[config.mk]
export PLATFORM = sky130hd
export DESIGN_NAME = axi3_hp_burst_reader_flat
export DESIGN_NICKNAME = d
export VERILOG_FILES = /design/src/rtl/axi3_hp_pkg.sv /design/src/rtl/axi3_hp_burst_reader_if.sv /design/src/rtl/axi3_hp_outstanding_ctr.sv /design/src/rtl/axi3_hp_burst_reader.sv /design/src/flat_wrapper.sv
export SDC_FILE = /design/constraint.sdc
export NUM_CORES = 1
export LEC_CHECK = 0
export CORE_AREA = 2 2 91 111
export DETAILED_ROUTE_END_ITERATION = 8
export DIE_AREA = 0 0 93 113
export PLACE_DENSITY_LB_ADDON = 0.15
export REMOVE_ABC_BUFFERS = 1
export SLEW_MARGIN = 20
export SYNTH_ARGS = -nofsm -noshare
export SYNTH_HDL_FRONTEND = slang
export SYNTH_HIERARCHICAL = 1
export SYNTH_SLANG_ARGS = --single-unit
export TNS_END_PERCENT = 5
[constraint.sdc]
create_clock -name CLK -period 4.7 [get_ports CLK]
set_clock_uncertainty 0.05 [all_clocks]
set_input_delay 0.705 -clock CLK [delete_from_list [all_inputs] [get_ports CLK]]
set_output_delay 0.705 -clock CLK [all_outputs]
set_load 0.01 [all_outputs]
[src/rtl/axi3_hp_pkg.sv]
// Shared types and AXI3 constants for the HP burst reader.
package axi3_hp_pkg;

  typedef enum logic [1:0] {
    ST_IDLE  = 2'd0,
    ST_ISSUE = 2'd1,
    ST_DRAIN = 2'd2
  } state_e;

  localparam logic [1:0] AXI_BURST_INCR = 2'b01;
  localparam logic [1:0] AXI_RESP_OKAY  = 2'b00;

  function automatic logic [2:0] axi_size(
    input int unsigned bytes
  );
    return 3'($clog2(bytes));
  endfunction

endpackage

[src/rtl/axi3_hp_burst_reader_if.sv]
// AXI3 read-address and read-data channels of the HP port.
interface axi3_hp_if #(
  parameter int DATA_WIDTH = 64
) ();

  logic                  m00_axi_arready;
  logic [31:0]           m00_axi_araddr;
  logic [3:0]            m00_axi_arlen;
  logic [2:0]            m00_axi_arsize;
  logic [1:0]            m00_axi_arburst;
  logic                  m00_axi_arvalid;
  logic [DATA_WIDTH-1:0] m00_axi_rdata;
  logic [1:0]            m00_axi_rresp;
  logic                  m00_axi_rlast;
  logic                  m00_axi_rvalid;
  logic                  m00_axi_rready;

  modport master (
    input  m00_axi_arready,
    output m00_axi_araddr,
    output m00_axi_arlen,
    output m00_axi_arsize,
    output m00_axi_arburst,
    output m00_axi_arvalid,
    input  m00_axi_rdata,
    input  m00_axi_rresp,
    input  m00_axi_rlast,
    input  m00_axi_rvalid,
    output m00_axi_rready
  );

  modport slave (
    output m00_axi_arready,
    input  m00_axi_araddr,
    input  m00_axi_arlen,
    input  m00_axi_arsize,
    input  m00_axi_arburst,
    input  m00_axi_arvalid,
    output m00_axi_rdata,
    output m00_axi_rresp,
    output m00_axi_rlast,
    output m00_axi_rvalid,
    input  m00_axi_rready
  );

endinterface

[src/rtl/axi3_hp_outstanding_ctr.sv]
// Up/down count of issued-but-incomplete bursts with issue limit.
module axi3_hp_outstanding_ctr #(
  parameter int MAX_OUTSTANDING = 4
) (
  input  logic clk_i,
  input  logic rst_ni,
  input  logic inc_i,
  input  logic dec_i,
  output logic can_issue_o,
  output logic last_o
);

  localparam int CW = $clog2(MAX_OUTSTANDING + 1);
  localparam logic [CW-1:0] MAX_C = CW'(MAX_OUTSTANDING);

  logic [CW-1:0] cnt_q, cnt_d;

  always_comb begin
    cnt_d = cnt_q;
    unique case ({inc_i, dec_i})
      2'b10:   cnt_d = cnt_q + CW'(1);
      2'b01:   cnt_d = cnt_q - CW'(1);
      default: cnt_d = cnt_q;
    endcase
  end

  always_ff @(posedge clk_i) begin
    if (!rst_ni) begin
      cnt_q <= '0;
    end else begin
      cnt_q <= cnt_d;
    end
  end

  assign can_issue_o = cnt_q < MAX_C;
  assign last_o      = cnt_q == CW'(1);

endmodule

[src/rtl/axi3_hp_burst_reader.sv]
// DMA-driven AXI3 INCR burst reader for an HP port.
// Define AXI3_HP_READER_RRESP_CHECK_EN to flag non-OKAY read responses.
module axi3_hp_burst_reader
  import axi3_hp_pkg::*;
#(
  parameter int DATA_WIDTH      = 64,
  parameter int BURST_LEN       = 16,
  parameter int MAX_OUTSTANDING = 4,
  parameter int COUNT_WIDTH     = 16
) (
  input  logic                   CLK,
  input  logic                   RESETN,
  input  logic [31:0]            DMA_RD_ADDR,
  input  logic [COUNT_WIDTH-1:0] DMA_BURST_COUNT,
  input  logic                   DMA_START,
  output logic                   DMA_READY,
  output logic                   DMA_DONE,
  output logic                   DMA_ERROR,
  output logic [DATA_WIDTH-1:0]  DMA_RD_DATA,
  output logic                   DMA_RD_DATA_VALID,
  input  logic                   DMA_RD_DATA_READY,
  axi3_hp_if.master              axi
);

  localparam int unsigned BEAT_BYTES = DATA_WIDTH / 8;
  localparam logic [31:0] BURST_BYTES =
    32'(BURST_LEN * BEAT_BYTES);

  state_e                 state_q, state_d;
  logic [31:0]            addr_q, addr_d;
  logic [COUNT_WIDTH-1:0] left_q, left_d;
  logic                   done_q, done_d;

  logic idle;
  logic ar_hs;
  logic r_hs;
  logic rlast_hs;
  logic can_issue;
  logic last_out;

  assign idle     = state_q == ST_IDLE;
  assign ar_hs    = axi.m00_axi_arvalid
                  & axi.m00_axi_arready;
  assign r_hs     = axi.m00_axi_rvalid
                  & axi.m00_axi_rready;
  assign rlast_hs = r_hs & axi.m00_axi_rlast;

  axi3_hp_outstanding_ctr #(
    .MAX_OUTSTANDING (MAX_OUTSTANDING)
  ) u_ctr (
    .clk_i       (CLK),
    .rst_ni      (RESETN),
    .inc_i       (ar_hs),
    .dec_i       (rlast_hs),
    .can_issue_o (can_issue),
    .last_o      (last_out)
  );

  always_comb begin
    state_d = state_q;
    addr_d  = addr_q;
    left_d  = left_q;
    done_d  = 1'b0;
    unique case (state_q)
      ST_IDLE: begin
        if (DMA_START) begin
          if (DMA_BURST_COUNT == '0) begin
            done_d = 1'b1;
          end else begin
            state_d = ST_ISSUE;
            addr_d  = DMA_RD_ADDR;
            left_d  = DMA_BURST_COUNT;
          end
        end
      end
      ST_ISSUE: begin
        if (ar_hs) begin
          addr_d = addr_q + BURST_BYTES;
          left_d = left_q - COUNT_WIDTH'(1);
          if (left_q == COUNT_WIDTH'(1)) begin
            state_d = ST_DRAIN;
          end
        end
      end
      ST_DRAIN: begin
        // Only reads remain, so one outstanding + rlast means finished
        if (rlast_hs && last_out) begin
          state_d = ST_IDLE;
          done_d  = 1'b1;
        end
      end
      default: state_d = ST_IDLE;
    endcase
  end

  always_ff @(posedge CLK) begin
    if (!RESETN) begin
      state_q <= ST_IDLE;
      addr_q  <= '0;
      left_q  <= '0;
      done_q  <= 1'b0;
    end else begin
      state_q <= state_d;
      addr_q  <= addr_d;
      left_q  <= left_d;
      done_q  <= done_d;
    end
  end

`ifdef AXI3_HP_READER_RRESP_CHECK_EN
  logic err_q;

  always_ff @(posedge CLK) begin
    if (!RESETN) begin
      err_q <= 1'b0;
    end else if (idle && DMA_START) begin
      err_q <= 1'b0;
    end else if (r_hs &&
                 axi.m00_axi_rresp != AXI_RESP_OKAY) begin
      err_q <= 1'b1;
    end
  end

  assign DMA_ERROR = err_q;
`else
  assign DMA_ERROR = 1'b0;
`endif

  // Address stays put while waiting: no AR handshake means no +1
  assign axi.m00_axi_arvalid = (state_q == ST_ISSUE)
                             & can_issue;
  assign axi.m00_axi_araddr  = addr_q;
  assign axi.m00_axi_arlen   = 4'(BURST_LEN - 1);
  assign axi.m00_axi_arsize  = axi_size(BEAT_BYTES);
  assign axi.m00_axi_arburst = AXI_BURST_INCR;
  assign axi.m00_axi_rready  = ~idle & DMA_RD_DATA_READY;

  assign DMA_RD_DATA       = axi.m00_axi_rdata;
  assign DMA_RD_DATA_VALID = axi.m00_axi_rvalid & ~idle;
  assign DMA_READY         = idle;
  assign DMA_DONE          = done_q;

endmodule

[src/flat_wrapper.sv]
// flat-port wrapper written by rule: the top's interface ports become plain ports
module axi3_hp_burst_reader_flat import axi3_hp_pkg::*;
#(
  parameter int DATA_WIDTH      = 64,
  parameter int BURST_LEN       = 16,
  parameter int MAX_OUTSTANDING = 4,
  parameter int COUNT_WIDTH     = 16
)
  (CLK, RESETN, DMA_RD_ADDR, DMA_BURST_COUNT, DMA_START, DMA_READY, DMA_DONE, DMA_ERROR, DMA_RD_DATA, DMA_RD_DATA_VALID, DMA_RD_DATA_READY, axi_m00_axi_arready, axi_m00_axi_araddr, axi_m00_axi_arlen, axi_m00_axi_arsize, axi_m00_axi_arburst, axi_m00_axi_arvalid, axi_m00_axi_rdata, axi_m00_axi_rresp, axi_m00_axi_rlast, axi_m00_axi_rvalid, axi_m00_axi_rready);
  axi3_hp_if #(.DATA_WIDTH(DATA_WIDTH)) axi_i ();
  input  logic CLK;
  input  logic RESETN;
  input  logic [31:0] DMA_RD_ADDR;
  input  logic [COUNT_WIDTH-1:0] DMA_BURST_COUNT;
  input  logic DMA_START;
  output logic DMA_READY;
  output logic DMA_DONE;
  output logic DMA_ERROR;
  output logic [DATA_WIDTH-1:0] DMA_RD_DATA;
  output logic DMA_RD_DATA_VALID;
  input  logic DMA_RD_DATA_READY;
  input wire logic [$bits(axi_i.m00_axi_arready)-1:0] axi_m00_axi_arready;
  output wire logic [$bits(axi_i.m00_axi_araddr)-1:0] axi_m00_axi_araddr;
  output wire logic [$bits(axi_i.m00_axi_arlen)-1:0] axi_m00_axi_arlen;
  output wire logic [$bits(axi_i.m00_axi_arsize)-1:0] axi_m00_axi_arsize;
  output wire logic [$bits(axi_i.m00_axi_arburst)-1:0] axi_m00_axi_arburst;
  output wire logic [$bits(axi_i.m00_axi_arvalid)-1:0] axi_m00_axi_arvalid;
  input wire logic [$bits(axi_i.m00_axi_rdata)-1:0] axi_m00_axi_rdata;
  input wire logic [$bits(axi_i.m00_axi_rresp)-1:0] axi_m00_axi_rresp;
  input wire logic [$bits(axi_i.m00_axi_rlast)-1:0] axi_m00_axi_rlast;
  input wire logic [$bits(axi_i.m00_axi_rvalid)-1:0] axi_m00_axi_rvalid;
  output wire logic [$bits(axi_i.m00_axi_rready)-1:0] axi_m00_axi_rready;
  assign axi_i.m00_axi_arready = axi_m00_axi_arready;
  assign axi_m00_axi_araddr = axi_i.m00_axi_araddr;
  assign axi_m00_axi_arlen = axi_i.m00_axi_arlen;
  assign axi_m00_axi_arsize = axi_i.m00_axi_arsize;
  assign axi_m00_axi_arburst = axi_i.m00_axi_arburst;
  assign axi_m00_axi_arvalid = axi_i.m00_axi_arvalid;
  assign axi_i.m00_axi_rdata = axi_m00_axi_rdata;
  assign axi_i.m00_axi_rresp = axi_m00_axi_rresp;
  assign axi_i.m00_axi_rlast = axi_m00_axi_rlast;
  assign axi_i.m00_axi_rvalid = axi_m00_axi_rvalid;
  assign axi_m00_axi_rready = axi_i.m00_axi_rready;
  axi3_hp_burst_reader #(.DATA_WIDTH(DATA_WIDTH), .BURST_LEN(BURST_LEN), .MAX_OUTSTANDING(MAX_OUTSTANDING), .COUNT_WIDTH(COUNT_WIDTH)) u_core (.CLK(CLK), .RESETN(RESETN), .DMA_RD_ADDR(DMA_RD_ADDR), .DMA_BURST_COUNT(DMA_BURST_COUNT), .DMA_START(DMA_START), .DMA_READY(DMA_READY), .DMA_DONE(DMA_DONE), .DMA_ERROR(DMA_ERROR), .DMA_RD_DATA(DMA_RD_DATA), .DMA_RD_DATA_VALID(DMA_RD_DATA_VALID), .DMA_RD_DATA_READY(DMA_RD_DATA_READY), .axi(axi_i));
endmodule
# Word level (Yosys, flattened, before mapping)
# Cells that the tools add are included.
[op_classes]
add_sub_neg = 4
magnitude_cmp = 1
n_eq_ne = 11
n_mux = 19
bitwise_logic = 7
reduce_logical = 7
[ops]
columns = ["cell", "count"]
rows = [
  ["32-bit two-way mux", 3],
  ["32-bit case mux with 2 select lines", 1],
  ["16-bit two-way mux", 3],
  ["32-bit by 8-bit adder with 32-bit output (second input constant)", 1],
  ["16-bit case mux with 2 select lines", 1],
  ["16-bit by 1-bit equality test with 1-bit output (second input constant)", 1],
  ["16-bit logical NOT", 1],
  ["16-bit by 1-bit subtractor with 16-bit output (second input constant)", 1],
  ["2-bit two-way mux", 5],
  ["1-bit AND", 6],
  ["2-bit != test (second input constant)", 3],
  ["2-bit case mux with 3 select lines", 1],
  ["3-bit case mux with 2 select lines", 1],
  ["5-bit AND reduction", 1],
  ["2-bit by 1-bit equality test with 1-bit output (second input constant)", 2],
  ["2-bit equality test (second input constant)", 2],
  ["2-bit by 1-bit != test with 1-bit output (second input constant)", 2],
  ["4-bit AND reduction", 1],
  ["2-bit nonzero test", 2],
  ["3-bit by 1-bit adder with 3-bit output (second input constant)", 1],
  ["3-bit by 1-bit equality test with 1-bit output (second input constant)", 1],
  ["3-bit < comparator (second input constant)", 1],
  ["1-bit two-way mux", 3],
  ["3-bit by 1-bit subtractor with 3-bit output (second input constant)", 1],
  ["4 further kinds", 4],
]
[totals]
reg_bits = 54
input_bits = 121
elab_cells = 54

# Logic depth before layout (Yosys ltp)
[logic_depth]
depth_word = 8
mapped_depth = 10

# Cells and area by module
# The synthesis kept the hierarchy.
[by_module_without_submodules]
columns = ["module", "n_inst", "cells_per_inst", "area_per_inst_um2", "seq_area_each_um2"]
rows = [
  ["axi3_hp_burst_reader", 1, 480, 3584.7, 1021.0],
  ["axi3_hp_outstanding_ctr", 1, 22, 198.9, 60.1],
]

# Least setup slack after synthesis
# OpenSTA, ideal clock, no wires.
[synth_timing]
kind = "input port to flip-flop"
from = "input DMA_BURST_COUNT[13]"
to = "register u_core.left_q[15]"
setup_ps = 119
t_arrival_ps = 2390
path_slack_ps = 2141
stages = 6
path_buffers = 2
cell_sequence = "or4_1 clkbuf_1 o41ai_2 clkbuf_1 nor2_1 o221a_2"
[synth_between]
elab_chain_len = 3
[synth_rtl]
columns = ["element", "line_no", "rtl"]
rows = [
  ["start: declaration", "flat_wrapper.sv:14", "input logic [COUNT_WIDTH-1:0] DMA_BURST_COUNT;"],
  ["16-bit logical NOT", "axi3_hp_burst_reader.sv:67", "if (DMA_BURST_COUNT == '0) begin"],
  ["2-bit != test (no line)", "n/a", ""],
  ["4-bit AND reduction (no line)", "n/a", ""],
  ["end signal: assignment", "axi3_hp_burst_reader.sv:105", "left_q <= left_d;"],
  ["end: declaration", "axi3_hp_burst_reader.sv:31", "logic [COUNT_WIDTH-1:0] left_q, left_d;"],
]
# Every way passes these cells.
# A chain may end at the register's enable or synchronous reset.

# Final worst setup path
[layout_timing]
from = "input DMA_BURST_COUNT[2]"
to = "register u_core.left_q[9]"
# Same word-level chain as after synthesis.

==> run_results.csv <==
group,metric,value,unit
cts,ctsHoldBuffers,0,
sta,rsz0062_at_grt,"no",
worst_setup_path,crit_path_start_kind,"primary input",
sta,max_slew.worst_pin.slew,850,ps
global_routing,grtUsageMet1,24.7,%
cells_and_area,most-common-layout-cells,"clkdlybuf4s50_1 (91), dfxtp_1 (54), nor2_1 (50)",
yosys,yosysWarnings,6,
cells_and_area,post-route-util,47.2,%
die,die_w,93,um
run,maxCapViolCount,0,
yosys,ys_seq_elements,54,
yosys,async_reset_ff_share,0,%
detailed_routing,wl_per_cell,26.2,um
worst_setup_path,crit_required,4830,ps
global_routing,groute.usage.overall,30.3,%
yosys,synth_top_area_cell,"dfxtp_1",
sta,fin_crit,3090,ps
cts,clk_pin_slew,70,ps
worst_setup_path,cp_top_family,"buffers and inverters",
place,pre_cts_ws,1350,ps
sta,fmax,0.324,GHz
worst_setup_path,cp-end-kind,"register",
place,place.gp.congestion,0.907,
sta,finalSetupViolations,0,
global_routing,busiest_layer,"met2",
yosys,synth_area_leaders,"dfxtp_1 (29%), buf_4 (15%), a21oi_1 (6.5%)",
worst_setup_path,timing.rr.end,"u_core/axi.m00_axi_araddr[31]$_SDFFE_PN0P_",
cts,clock_latency,300,ps
place,dp_hpwl,13.2,mm
worst_setup_path,crit_type,"in2reg",
worst_setup_path,crit_path_max_incr_delay,530,ps
die,coreArea,0.00937,mm2
sta,final.setup.tns,0,ps
power,leakagePower,1.55,nW
detailed_routing,drt_drc_violations_left,0,
cells_and_area,num_antenna_cells,0,
power,powerDensity,295,mW/mm2
worst_hold_path,hp-start,"u_core/left_q[14]$_SDFFE_PN0P_",
global_routing,gr-usage-met3,28.0,%
die,ios,232,
die,die_h,113,um
detailed_routing,vias,3659,
detailed_routing,final_antenna_net_count,0,
global_routing,grt-ovfl-total,0,
global_routing,antenna_found_initial,0,
detailed_routing,via_per_inst,5.79,
yosys,synth-main-ff-cell,"dfxtp_1",
yosys,syn_area,0.00378,mm2
yosys,syn-instance-count,502,
power,p_int,0.000880,W
cts,cts_resized,0,
power,combPwrFrac,28.0,%
yosys,synth_edf_count,0,
global_routing,gr-usage-met2,49.6,%
detailed_routing,wl,16.6,mm
cells_and_area,synthToLayoutAreaGrowth,17.0,%
sta,layout_setup_ws,1610,ps
cts,cts_root_buffer,"clkbuf_16",
worst_setup_path,path_cells,"clkdlybuf4s50_1 -> nor4_1 -> nand3_1 -> o41ai_4 -> buf_4 -> nor2_1 -> o221a_2",
global_routing,grt_max_degree,58,
power,p_sw,0.000424,W
worst_setup_path,slowest_stage,"buf_4",
yosys,seq_area_frac_synth,28.6,%
power,swShare,32.5,%
power,seqPwrFrac,42.1,%
cells_and_area,drive_gt1_share,8.25,%
place,portBuffers,91,
cells_and_area,final_nets,636,
worst_setup_path,r2r_setup_slack,1970,ps
yosys,ys_types,57,
cells_and_area,final_common_cell,"clkdlybuf4s50_1",
worst_hold_path,min_to,"u_core/left_q[14]$_SDFFE_PN0P_",
sta,period_share,65.8,%
cts,cts_buffers,5,
yosys,syn_avg_cell_area,7.54,um2
die,fp-row-count,39,
global_routing,grt_pass1_wl,23.2,mm
cts,cts_tree,"yes",
cts,post-cts-setup-buffers,0,
global_routing,grt_pass1_vias,3426,
sta,hold_violations,0,
power,ir_drop,0.154,mV
outcome,status,"finished clean",
cts,cts.sinks,54,
worst_setup_path,r2r-start,"u_core/axi.m00_axi_araddr[7]$_SDFFE_PN0P_",
die,start_util,40.4,%
sta,slew_headroom,42.8,%
sta,report.final.slew_viol_count,0,
cts,clockBufferDepth,2,
cts,htreeDepth,2,
worst_setup_path,crit_fanout,52,
detailed_routing,first_iter_violations,187,
worst_setup_path,path_buf_inv,2,
detailed_routing,drt_first_pass_iters,4,
worst_setup_path,cp_data_arrival_time,3220,ps
worst_hold_path,min_path_type,"reg2reg",
worst_hold_path,whs_path_depth,2,
power,power_frac_clock,29.9,%
die,dieArea,0.0105,mm2
yosys,yosysTopAreaCellShare,28.6,%
worst_setup_path,reg2reg_depth,6,
## power by group through the flow
stage                     Clock, W  Sequential [W]  Combinational [W]
after floorplan                  0        0.000558           0.000192
after global placement           0        0.000557           0.000357
after detailed placement         0        0.000558           0.000361
after CTS                 0.000402        0.000548           0.000364
after global routing      0.000416        0.000556           0.000398
final                     0.000390        0.000549           0.000365
## Yosys cell counts (all sizes together), types with 4 or more instances
library cell / count
or4: 5
dfxtp: 54
nand4: 9
buf: 79
o31ai: 4
clkbuf: 29
nor4: 15
nor3: 17
nor2b: 4
nor2: 50
nand3: 17
a21oi: 49
ha: 7
a211oi: 8
or3: 5
mux2i: 8
o32ai: 4
a31oi: 6
inv: 9
nand2: 36
o21ai: 27
o221a: 11
nand2b: 4
## final cells by class
cell class                      instances  area (um2)
Sequential cell                        54        1080
Tap cell                              123         154
Timing Repair Buffer                   99         971
Fill cell                             940        4940
Clock buffer                            5         125
Clock inverter                          3        26.3
Inverter                               10        37.5
Multi-Input combinational cell        338        2030
## tightest hold or removal path, cell delays in order, from the launching register on
cell	delay (ps)
dfxtp_1	310
o21ai_0	60
a21oi_1	70
## metrics by stage
step           hold WS, ps  std cells  power [W]  area [um2]
2_1_floorplan          394        402   0.000751        3130
6_report               435        632    0.00130        4430
3_3_place_gp           408        624   0.000914        4280
5_1_grt                455        632    0.00137        4430
4_1_cts                438        632    0.00131        4430
3_5_place_dp           428        624   0.000920        4280
## cells by family (layout without fill, tap and decap cells)
| group | count (synthesis) | count (layout) | share of synthesized area (%) |
|---|---|---|---|
| and+or+nand+nor | 175 | 175 | 22.9 |
| xor gates and xnor gates | 2 | 2 | 0.463 |
| AOI/OAI and AO/OA | 135 | 135 | 24.0 |
| muxes | 9 | 9 | 2.41 |
| buffers and inverters | 118 | 117 | 19.1 |
| other | 2 | 10 | 0.198 |
| DFF | 54 | 54 | 28.6 |
| adders and majority gates | 7 | 7 | 2.31 |
## flip-flops by register name, indices dropped and copies added, names as in the netlist
| register | count |
|---|---|
| u_core/axi.m00_axi_araddr | 32 |
| u_core/left_q | 16 |
| u_core/u_ctr/cnt_q | 3 |
| u_core/state_q | 2 |
| u_core/DMA_DONE | 1 |
## per-layer routing
layer  routed length, um  vias up
li1                    -     1737
met3                3540       26
met4                 767        2
met5                  48        -
met1                4590     1623
met2                7610      271
## worst max path at each step
stage | startpoint | cells after the start | end | slack [ps]
finish | DMA_BURST_COUNT[2] | 7 | u_core/left_q[9]$_SDFFE_PN0P_ | 1610
CTS | u_core/state_q[0]$_SDFFE_PN0P_ | 4 | axi_m00_axi_arvalid | 1640
global placement | DMA_BURST_COUNT[2] | 7 | u_core/left_q[15]$_SDFFE_PN0P_ | 1390
detailed placement | DMA_BURST_COUNT[2] | 7 | u_core/left_q[15]$_SDFFE_PN0P_ | 1350
global route | DMA_BURST_COUNT[1] | 7 | u_core/left_q[15]$_SDFFE_PN0P_ | 1510
floorplan | DMA_BURST_COUNT[13] | 4 | u_core/axi.m00_axi_araddr[17]$_SDFFE_PN0P_ | 620
Power figures use the tool's default switching activity.
